`src/rtl/mmio_uart_tx.sv`:
```
// mmio_uart_tx -- memory-mapped UART transmitter (8N1, optional even parity).
//
// Sits on the data-memory port next to the data BRAM. Bytes written to TXDATA
// are queued in a FIFO and serialised LSB first on tx_o. Reads return STATUS
// with one-cycle registered latency, like the BRAM.
//
// Register map (addr[3:2]):
//   0x0 TXDATA  W: we_i[0] pushes di_i[7:0]        R: 0
//   0x4 STATUS  R: {16'h0, count[7:0], 4'h0, overflow, busy, empty, full}
//               W: we_i[0] && di_i[3] clears overflow
//   0x8, 0xC    R: 0, writes ignored
//
// Ports:
//   clk_i   system clock, rising edge
//   rst_i   asynchronous active-high reset
//   we_i    byte write enables
//   addr_i  byte address
//   di_i    write data
//   do_o    registered read data (0 outside the window)
//   tx_o    registered serial output, idles high
//
// Build option: define UART_TX_PARITY_EN to insert an even-parity bit between
// the data bits and the stop bit (11 bit-times per frame instead of 10).

module mmio_uart_tx #(
   parameter int          CLKS_PER_BIT = 868,
   parameter int          FIFO_DEPTH   = 16,
   parameter logic [31:0] BASE_ADDR    = 32'h8000_0000
) (
   input  logic        clk_i,
   input  logic        rst_i,
   input  logic [3:0]  we_i,
   input  logic [31:0] addr_i,
   input  logic [31:0] di_i,
   output logic [31:0] do_o,
   output logic        tx_o
);

   localparam int CNT_W = $clog2(FIFO_DEPTH);
   localparam int TMR_W = $clog2(CLKS_PER_BIT);

   localparam logic [CNT_W-1:0] PTR_ONE  = CNT_W'(1);
   localparam logic [CNT_W:0]   CNT_ONE  = (CNT_W + 1)'(1);
   localparam logic [CNT_W:0]   CNT_FULL = (CNT_W + 1)'(FIFO_DEPTH);
   localparam logic [TMR_W-1:0] TMR_MAX  = TMR_W'(CLKS_PER_BIT - 1);
   localparam logic [TMR_W-1:0] TMR_ONE  = TMR_W'(1);

   localparam logic [2:0] S_IDLE   = 3'd0;
   localparam logic [2:0] S_START  = 3'd1;
   localparam logic [2:0] S_DATA   = 3'd2;
   localparam logic [2:0] S_PARITY = 3'd3;
   localparam logic [2:0] S_STOP   = 3'd4;

`ifdef UART_TX_PARITY_EN
   function automatic logic even_parity(input logic [7:0] b);
      return ^b;
   endfunction
`endif

   // Registers
   logic [7:0]       mem_q [FIFO_DEPTH];
   logic [CNT_W-1:0] wr_ptr_q, wr_ptr_d;
   logic [CNT_W-1:0] rd_ptr_q, rd_ptr_d;
   logic [CNT_W:0]   count_q, count_d;
   logic             ovf_q, ovf_d;
   logic [2:0]       state_q, state_d;
   logic [TMR_W-1:0] timer_q, timer_d;
   logic [2:0]       bit_idx_q, bit_idx_d;
   logic [7:0]       data_q, data_d;
   logic             tx_q, tx_d;
   logic [31:0]      do_q, do_d;

   // Combinational signals
   logic        hit_s, push_req_s, push_s, pop_s, clr_ovf_s;
   logic        full_s, empty_s, busy_s, bit_end_s;
   logic [31:0] count_ext_s;
   logic [31:0] status_s;
   logic        unused_s;

   assign hit_s       = (addr_i[31:4] == BASE_ADDR[31:4]);
   assign full_s      = (count_q == CNT_FULL);
   assign empty_s     = (count_q == {(CNT_W + 1){1'b0}});
   assign busy_s      = (state_q != S_IDLE);
   assign bit_end_s   = (timer_q == TMR_MAX);
   assign push_req_s  = hit_s && (addr_i[3:2] == 2'd0) && we_i[0];
   // Full is judged on the pre-edge count, so a same-cycle pop never rescues a push.
   assign push_s      = push_req_s && !full_s;
   assign clr_ovf_s   = hit_s && (addr_i[3:2] == 2'd1) && we_i[0] && di_i[3];
   assign count_ext_s = 32'(count_q);
   assign status_s    = {16'h0000, count_ext_s[7:0], 4'h0, ovf_q, busy_s, empty_s, full_s};
   assign unused_s    = ^{we_i[3:1], addr_i[1:0], di_i[31:8], count_ext_s[31:8]};

   assign do_o = do_q;
   assign tx_o = tx_q;

   // Transmit FSM, FIFO bookkeeping and read mux next-state logic
   always_comb begin
      state_d   = state_q;
      timer_d   = timer_q;
      bit_idx_d = bit_idx_q;
      data_d    = data_q;
      pop_s     = 1'b0;

      if (state_q == S_IDLE) begin
         timer_d = {TMR_W{1'b0}};
      end else if (bit_end_s) begin
         timer_d = {TMR_W{1'b0}};
      end else begin
         timer_d = timer_q + TMR_ONE;
      end

      case (state_q)
         S_IDLE: begin
            if (!empty_s) begin
               pop_s   = 1'b1;
               data_d  = mem_q[rd_ptr_q];
               state_d = S_START;
            end else begin
               state_d = S_IDLE;
            end
         end
         S_START: begin
            if (bit_end_s) begin
               bit_idx_d = 3'd0;
               state_d   = S_DATA;
            end else begin
               state_d   = S_START;
            end
         end
         S_DATA: begin
            if (bit_end_s && (bit_idx_q == 3'd7)) begin
`ifdef UART_TX_PARITY_EN
               state_d = S_PARITY;
`else
               state_d = S_STOP;
`endif
            end else if (bit_end_s) begin
               bit_idx_d = bit_idx_q + 3'd1;
            end else begin
               state_d = S_DATA;
            end
         end
`ifdef UART_TX_PARITY_EN
         S_PARITY: begin
            if (bit_end_s) begin
               state_d = S_STOP;
            end else begin
               state_d = S_PARITY;
            end
         end
`endif
         S_STOP: begin
            // Chain straight into the next start bit when more data is queued.
            if (bit_end_s && !empty_s) begin
               pop_s   = 1'b1;
               data_d  = mem_q[rd_ptr_q];
               state_d = S_START;
            end else if (bit_end_s) begin
               state_d = S_IDLE;
            end else begin
               state_d = S_STOP;
            end
         end
         default: begin
            state_d = S_IDLE;
         end
      endcase

      // tx is decoded from the next state so the registered pin lines up with it.
      case (state_d)
         S_START:  tx_d = 1'b0;
         S_DATA:   tx_d = data_d[bit_idx_d];
`ifdef UART_TX_PARITY_EN
         S_PARITY: tx_d = even_parity(data_d);
`endif
         default:  tx_d = 1'b1;
      endcase

      if (push_s) begin
         wr_ptr_d = wr_ptr_q + PTR_ONE;
      end else begin
         wr_ptr_d = wr_ptr_q;
      end

      if (pop_s) begin
         rd_ptr_d = rd_ptr_q + PTR_ONE;
      end else begin
         rd_ptr_d = rd_ptr_q;
      end

      case ({push_s, pop_s})
         2'b10:   count_d = count_q + CNT_ONE;
         2'b01:   count_d = count_q - CNT_ONE;
         default: count_d = count_q;
      endcase

      // A dropped push in the same cycle as a clear leaves overflow set.
      if (push_req_s && full_s) begin
         ovf_d = 1'b1;
      end else if (clr_ovf_s) begin
         ovf_d = 1'b0;
      end else begin
         ovf_d = ovf_q;
      end

      if (hit_s && (addr_i[3:2] == 2'd1)) begin
         do_d = status_s;
      end else begin
         do_d = 32'h0000_0000;
      end
   end

   // FIFO storage; contents need no reset because the pointers define validity
   always_ff @(posedge clk_i) begin
      if (push_s) begin
         mem_q[wr_ptr_q] <= di_i[7:0];
      end
   end

   // State registers with asynchronous reset
   always_ff @(posedge clk_i or posedge rst_i) begin
      if (rst_i) begin
         wr_ptr_q  <= {CNT_W{1'b0}};
         rd_ptr_q  <= {CNT_W{1'b0}};
         count_q   <= {(CNT_W + 1){1'b0}};
         ovf_q     <= 1'b0;
         state_q   <= S_IDLE;
         timer_q   <= {TMR_W{1'b0}};
         bit_idx_q <= 3'd0;
         data_q    <= 8'h00;
         tx_q      <= 1'b1;
         do_q      <= 32'h0000_0000;
      end else begin
         wr_ptr_q  <= wr_ptr_d;
         rd_ptr_q  <= rd_ptr_d;
         count_q   <= count_d;
         ovf_q     <= ovf_d;
         state_q   <= state_d;
         timer_q   <= timer_d;
         bit_idx_q <= bit_idx_d;
         data_q    <= data_d;
         tx_q      <= tx_d;
         do_q      <= do_d;
      end
   end

endmodule
```
`config.mk`:
```
export PLATFORM = sky130hd
export DESIGN_NAME = mmio_uart_tx
export DESIGN_NICKNAME = d
export VERILOG_FILES = /design/src/rtl/mmio_uart_tx.sv
export SDC_FILE = /design/constraint.sdc
export NUM_CORES = 1
export LEC_CHECK = 0
export ABC_AREA = 1
export BUFFER_PORTS_ARGS = -buffer_cell sky130_fd_sc_hd__clkbuf_2
export CAP_MARGIN = 10
export CORE_MARGIN = 2
export CORE_UTILIZATION = 58
export CTS_CLUSTER_DIAMETER = 30
export DETAILED_ROUTE_END_ITERATION = 10
export PLACE_DENSITY = 0.91
export SLEW_MARGIN = 30
export SYNTH_ARGS = -nofsm -noshare
export SYNTH_HDL_FRONTEND = slang
export SYNTH_SLANG_ARGS = --single-unit
```
`constraint.sdc`:
```
create_clock -name clk_i -period 3.2 [get_ports clk_i]
set_clock_uncertainty 0.2 [all_clocks]
set_input_delay 0.48 -clock clk_i [delete_from_list [all_inputs] [get_ports clk_i]]
set_output_delay 0.48 -clock clk_i [all_outputs]
set_load 0.02 [all_outputs]
```
==> results.md, run 1 <==
* Syn Area/Cell at 10.09 µm²
* Critical Path RT at 3.31 ns
* Hold Path Class: input pin to flop
* Largest net degree at the start of global routing at 72
* Final #Nets at 957
* Die X at 121.8 µm
* Grt ovf at 0
* Count of different cell masters after synthesis at 38
* Peak Freq at 330.3 MHz
* Gate Count Post-Synth at 798
* Worst-path clk slew at 0.07 ns
* Sequential share of the synthesized area at 0.6267
* Max-slew headroom at 0.5050
* DRC Markers at 0
* Starting DRT DRC Count at 574
* Synth warn at 0
* Design Area, Final at 0.009195 mm²
* Core area at 0.01372 mm²
* WP buf/inv at 1
* Area contributors post-synth: edfxtp_1 (48%), dfrtp_1 (15%), nand2_1 (6.8%)
* # setup viols final at 0
* H-tree depth at 4
* Async set or reset register ratio after synthesis at 0.2727
* Ant. Diodes at 0
* CP delay by family, top: compound AO/OA/AOI/OAI gates
* Netlist Area Pre-Place at 0.008051 mm²
* Vias per cell at 5.658
* Pre-antenna DRT Iters at 5
* First-pass GRT wire length at 28450 µm
* Sequential cell area at 0.005047 mm²
* Die footprint at 0.01484 mm²
* Total CTS buffers at 17
* Area of the multi-input gates at 0.002466 mm²
* P_sw at 0.9619 mW
* Most used DFF post-synth: edfxtp_1
* Total Power at 4.677 mW
* PortBufs at 50
* Worst vdd ir at 0.0004272 V
* Final period util at 0.9461
* I/O pins at 103
* Worst-skew pair later-pin latency at 0.43 ns
* Post-Route WL at 18340 µm
* Gr usage total at 0.2582
* Least-Margin Pin Slew at 0.7425 ns
* Critical path arrival at 3.13 ns
* Area Growth Syn to Fin at 14.20%
* Share of cells above drive strength 1 at 0.1545
* Antenna violations before repair at 0
* Fill cells at 887
* Sequential group share of total power at 0.524
* Switching share of power at 0.2057
* Worst path cell trace: ha_2, nand2_2, nor2_4, nand3_4, a21oi_4, ha_4, xor2_1, ha_1, a21oi_2, o21ai_0, a21oi_1, inv_1, a21oi_2, o21ai_0, xor2_1
* Clock network fraction of total power at 0.457
* Most instantiated library cell after synthesis: nand2_1
* Placed Area at 0.008518 mm²
* Synth area leader: edfxtp_1
* Max Transition Viols Final at 0
* CTS Sinks at 176
* Leakage at 3.905 nW
* Final hold slack at 0.1678 ns
* Root Driver: clkbuf_16
* Detail Route Antenna Nets at 0
* CP Max Fanout at 5
* Most frequent cells after synthesis: nand2_1 (146), edfxtp_1 (128), nor2_1 (123)
* CTS tree: built
* WL/cell at 17.19 µm
* Status: finished, final reports clean
* Rows at 43
* Maxcap violations at 0
* Int Power at 3.716 mW
* Max Buffers Root-to-Sink at 2
* Setup WS pre-CTS at 0.05196 ns
* Synth top area share at 0.4774
* WS Path Type: flop to flop
* Critical path's slowest cell: dfrtp_1
* Pwr/cell area at 508.7 mW/mm²
* Fin. Hold Viols at 0
* HPWL after DPL at 11010 µm
* Vias in the first global route at 5662
* Worst Setup End Kind: flop
* Die height at 121.8 µm
* Initial core utilization at 0.5869
* Synthesized flop and latch total at 176
* GP Congestion at 0.8378
* Logic pwr share at 0.020
* EDFF count, synth at 128
* Final worst setup slack at 0.1725 ns
* Minimum clock period at 3.027 ns
* Routed via count at 6037
* Crit-path max cell delay at 0.40 ns
* CP Launch Type: flop
-- path summary, 6_finish.rpt --
check	slack [ns]	endpoint	from	cells past startpoint
hold reg to reg	0.30	data_q[7]	data_q[7]	2
min in group asynchronous	0.45	timer_q[3]	rst_i	3
setup / recovery	0.17	count_q[4]	timer_q[0]	15
setup reg to reg	0.17	count_q[4]	timer_q[0]	15
max in group asynchronous	1.65	count_q[3]	rst_i	4
hold / removal	0.17	ovf_q	addr_i[3]	4
-- per-stage QoR --
stage,util,instances,TNS [ns]
2_1_floorplan,-,820,0
3_3_place_gp,0.6209,1029,0
3_5_place_dp,0.6209,1029,0
4_1_cts,0.6668,1062,0
5_1_grt,0.6702,1067,-0.006619
6_report,0.6702,1067,0
-- worst min-delay path, cell delays in order --
cell	delay, ns
clkbuf_2	0.09
nor3b_1	0.05
nand2_1	0.05
o21ai_0	0.07
-- metal layers --
| metal | share of wire | vias to the layer above | GRT usage | wire length [µm] |
|---|---|---|---|---|
| met3 | 0.088 | 72 | 0.04682 | 1619 |
| met5 | 0 | - | 0 | 0 |
| met4 | 0.044 | 0 | 0.1135 | 801 |
| met2 | 0.51 | 418 | 0.4473 | 9281 |
| met1 | 0.36 | 2813 | 0.3177 | 6636 |
| li1 | - | 2734 | - | - |
-- area by class of cell --
cell class                      count  area share
Sequential cell                   176      0.5489
Multi-Input combinational cell    505      0.2682
Timing Repair Buffer               85     0.05606
Clock buffer                       18     0.04667
Inverter                           89     0.03633
Tap cell                          180     0.02449
Clock inverter                     14     0.01932
-- kinds of logic (layout without fill, tap and decap cells) --
family	count (synthesis)	count (layout)	synth area share
buffers and inverters	139	206	0.08003
other	1	23	0.0004658
flip-flops	176	176	0.6267
AND/OR/NAND/NOR	406	406	0.2222
AO/OA/AOI/OAI	48	48	0.03403
XOR/XNOR	15	15	0.01632
adder cells (fa/ha/maj)	13	13	0.02020
-- cells in the final DEF (no fill, tap or decap), types with 11 or more instances in the layout --
master / instances
buf_4: 34
o21ai_0: 34
nand3_1: 92
nand2_1: 146
xor2_1: 12
dfrtp_1: 46
ha_1: 11
edfxtp_1: 128
clkbuf_2: 50
clkbuf_16: 17
conb_1: 23
inv_1: 81
nor2_1: 123
or2_1: 13
-- sequential cells by signal (all words and copies together), names as in the netlist --
signal and flops:
tx_o 1, timer_q 10, state_q 3, data_q 8, count_q 5, rd_ptr_q 4, ovf_q 1, bit_idx_q 3
mem_q 128, wr_ptr_q 4, do_o 9
-- power by group through the flow --
stage | logic (mW) | registers (mW) | clock network (mW)
CTS | 0.0915 | 2.45 | 2.13
global placement | 0.0878 | 2.50 | 0
floorplan | 0.0593 | 2.50 | 0
finish | 0.0920 | 2.45 | 2.14
global route | 0.103 | 2.45 | 2.23
detailed placement | 0.0904 | 2.50 | 0
-- timing repair --
action,4_1_cts,5_1_grt
resized for setup,2,3
pin swaps,0,1
buffers inserted,0,5
hold buffers,1,0
hold endpoints to repair,26,0
setup endpoints to repair,1,1
Note: power is estimated with default switching activity, not from simulation.
==> run 2, diff against run 1 <==
CORE_UTILIZATION = 60   (was 58)
PLACE_DENSITY = 0.93   (was 0.91)
clock period = 3.8 ns   (was 3.2 ns; I/O delays follow)
==> results.md, run 2 (synthesized netlist as in run 1, its figures left out) <==
* Status: finished, final reports clean
* Grt ovf at 0 (unchanged)
* CP startpoint: timer_q[0]
* H-tree depth at 4 (unchanged)
* Die footprint at 0.01436 mm² (-3.2%)
* Maxcap violations at 0 (unchanged)
* Post_cts resized at 0 (-2)
* Most common cell after layout, fill and taps aside: nand2_1
* FF-to-FF path depth at 15 (unchanged)
* Area Growth Syn to Fin at 11.67%
* Pwr/cell area at 413.8 mW/mm² (-19%)
* Vias per cell at 5.764 (+1.9%)
* Fin util at 0.6817 (+0.01143)
* Worst vdd ir at 0.0004685 V (+9.7%)
* Fin. Hold Viols at 0 (unchanged)
* CTS Sinks at 176 (unchanged)
* WL/cell at 17.64 µm (+2.6%)
* CP Launch Type: flop
* Placed Area at 0.008456 mm² (-0.73%)
* Worst path cell trace: ha_1, nand2_2, nor2_4, nand3_4, a21oi_4, ha_1, xor2_1, ha_1, a21oi_1, o21ai_0, a21oi_1, inv_1, a21oi_1, o21ai_0, xor2_1
* Max-slew headroom at 0.3836 (-0.1214)
* Share of cells above drive strength 1 at 0.1376 (-0.01684)
* Hold Path Class: input pin to asynchronous set/reset pin
* Vias in the first global route at 5863 (+3.5%)
* Leakage at 3.800 nW (-2.7%)
* DRC Markers at 0 (unchanged)
* Pre-antenna DRT Iters at 8 (+3)
* Initial core utilization at 0.6104 (+0.02355)
* Worst Setup End Kind: flop
* RSZ-0062 raised after global routing: no
* Core area at 0.01319 mm² (-3.9%)
* Post-Route WL at 18490 µm (+0.81%)
* Routed via count at 6041 (+0.066%)
* Setup TNS at 0 ns (unchanged)
* Final #Nets at 943 (-1.5%)
* I/O pins at 103 (unchanged)
* Setup slack, reg-to-reg at 0.66 ns (+0.49 ns)
* Gr usage total at 0.2694 (+0.01127)
* Die X at 119.8 µm (-1.6%)
* Ant. Diodes at 0 (unchanged)
* Max Buffers Root-to-Sink at 2 (unchanged)
* Least-Margin Pin Slew at 0.9233 ns (+0.1808 ns)
* Antenna violations before repair at 0 (unchanged)
* Critical Path Stages at 15 (unchanged)
* Critical Path RT at 3.91 ns (+0.60 ns)
* Peak Freq at 318.8 MHz (-3.5%)
* Total Power at 3.721 mW (-20%)
* CP delay by family, top: compound AO/OA/AOI/OAI gates
* Crit-path max cell delay at 0.39 ns (about the same)
* Largest net degree at the start of global routing at 72 (unchanged)
* Total CTS buffers at 17 (unchanged)
* Detail Route Antenna Nets at 0 (unchanged)
* Post CTS Setup Buffer Count at 0 (unchanged)
* Commonest non-fill, non-tap cells in the layout: nand2_1 (146), edfxtp_1 (128), nor2_1 (123), nand3_1 (92), inv_1 (81)
* Minimum clock period at 3.137 ns (+0.1097 ns)
* R2r startpoint: timer_q[0]
* Die height at 119.8 µm (-1.6%)
* # setup viols final at 0 (unchanged)
* Rows at 42 (-2.3%)
* Worst-path clk slew at 0.06 ns (about the same)
* Worst-skew pair later-pin latency at 0.43 ns (about the same)
* Starting DRT DRC Count at 824 (+44%)
* PortBufs at 50 (unchanged)
* Final period util at 0.8256 (-0.1205)
* Critical Path Sink: count_q[4]
* WP buf/inv at 1 (unchanged)
* Reg with most FFs: mem_q
* Max FFs per register at 128 (unchanged)
* First-pass GRT wire length at 28960 µm (+1.8%)
* CTS tree: built
* Max Transition Viols Final at 0 (unchanged)
* WS Path Type: flop to flop
* CTS Hold Buffers Added at 0 (-1)
* Root Driver: clkbuf_16
* Reg-to-reg endpoint: count_q[4]
* CP Max Fanout at 10 (+5)
* Design Area, Final at 0.008991 mm² (-2.2%)
* Critical path arrival at 3.25 ns (+0.12 ns)
* HPWL after DPL at 10920 µm (-0.86%)
* GP Congestion at 0.8347 (-0.37%)
* Critical path's slowest cell: dfrtp_1
run 2: changes by cell type in the layout (fill, tap and decap cells not counted), moves of 2 or more:
cell       change
bufinv_16      -3
clkinv_1       -2
buf_4         -13
a21oi_2        -2
ha_1           +2
a21oi_1        +2
clkinv_4       +3
run 2: layer usage:
metal | routed length, µm | track usage | part of all wire | vias to the layer above
li1 | - | - | - | 2705
met5 | 0 | 0 | 0 | -
met1 | 6557 | 0.3265 | 0.35 | 2800
met3 | 1835 | 0.06844 | 0.099 | 91
met2 | 9188 | 0.4539 | 0.50 | 445
met4 | 904 | 0.1272 | 0.049 | 0
run 2: how the worst min path moves through the flow:
stage,from,to,depth (start not counted)
2_1_floorplan,data_q[7],data_q[7],2
3_3_place_gp,data_q[7],data_q[7],2
3_5_place_dp,timer_q[0],timer_q[0],1
4_1_cts,rst_i,timer_q[3],2
5_1_grt,rst_i,timer_q[1],2
6_report,rst_i,do_o[2],2
run 2: worst reg2reg max path, stage by stage (launching register included):
cell and delay (ns):
dfrtp_1 0.39, ha_1 0.23, nand2_2 0.09, nor2_4 0.12, nand3_4 0.16, a21oi_4 0.19
ha_1 0.29, xor2_1 0.13, ha_1 0.20, a21oi_1 0.23, o21ai_0 0.16, a21oi_1 0.17
inv_1 0.07, a21oi_1 0.12, o21ai_0 0.11, xor2_1 0.15
run 2: where the power goes:
part	switching [mW]	leakage, nW	internal, mW
combinational	0.0581	1.79	0.0172
sequential	0.00000000498	1.75	2.06
clock	0.735	0.256	0.847
run 2: metrics by stage:
step	cells	hold WS, ns	worst slack, ns
floorplan	820	0.2443	0.7202
global placement	1017	0.2614	0.5056
detailed placement	1017	0.2883	0.3638
CTS	1048	0.01401	0.6989
global route	1048	0.04917	0.4368
finish	1048	0.008053	0.6628
run 2: final cells by class:
type | instances | area (µm²)
sequential | 176 | 5047
inverter | 89 | 336.6
multi-input combinational | 505 | 2444
tap | 176 | 220.2
fill | 814 | 4199
timing repair buffer | 71 | 407.9
clock inverter | 12 | 102.6
clock buffer | 19 | 432.9
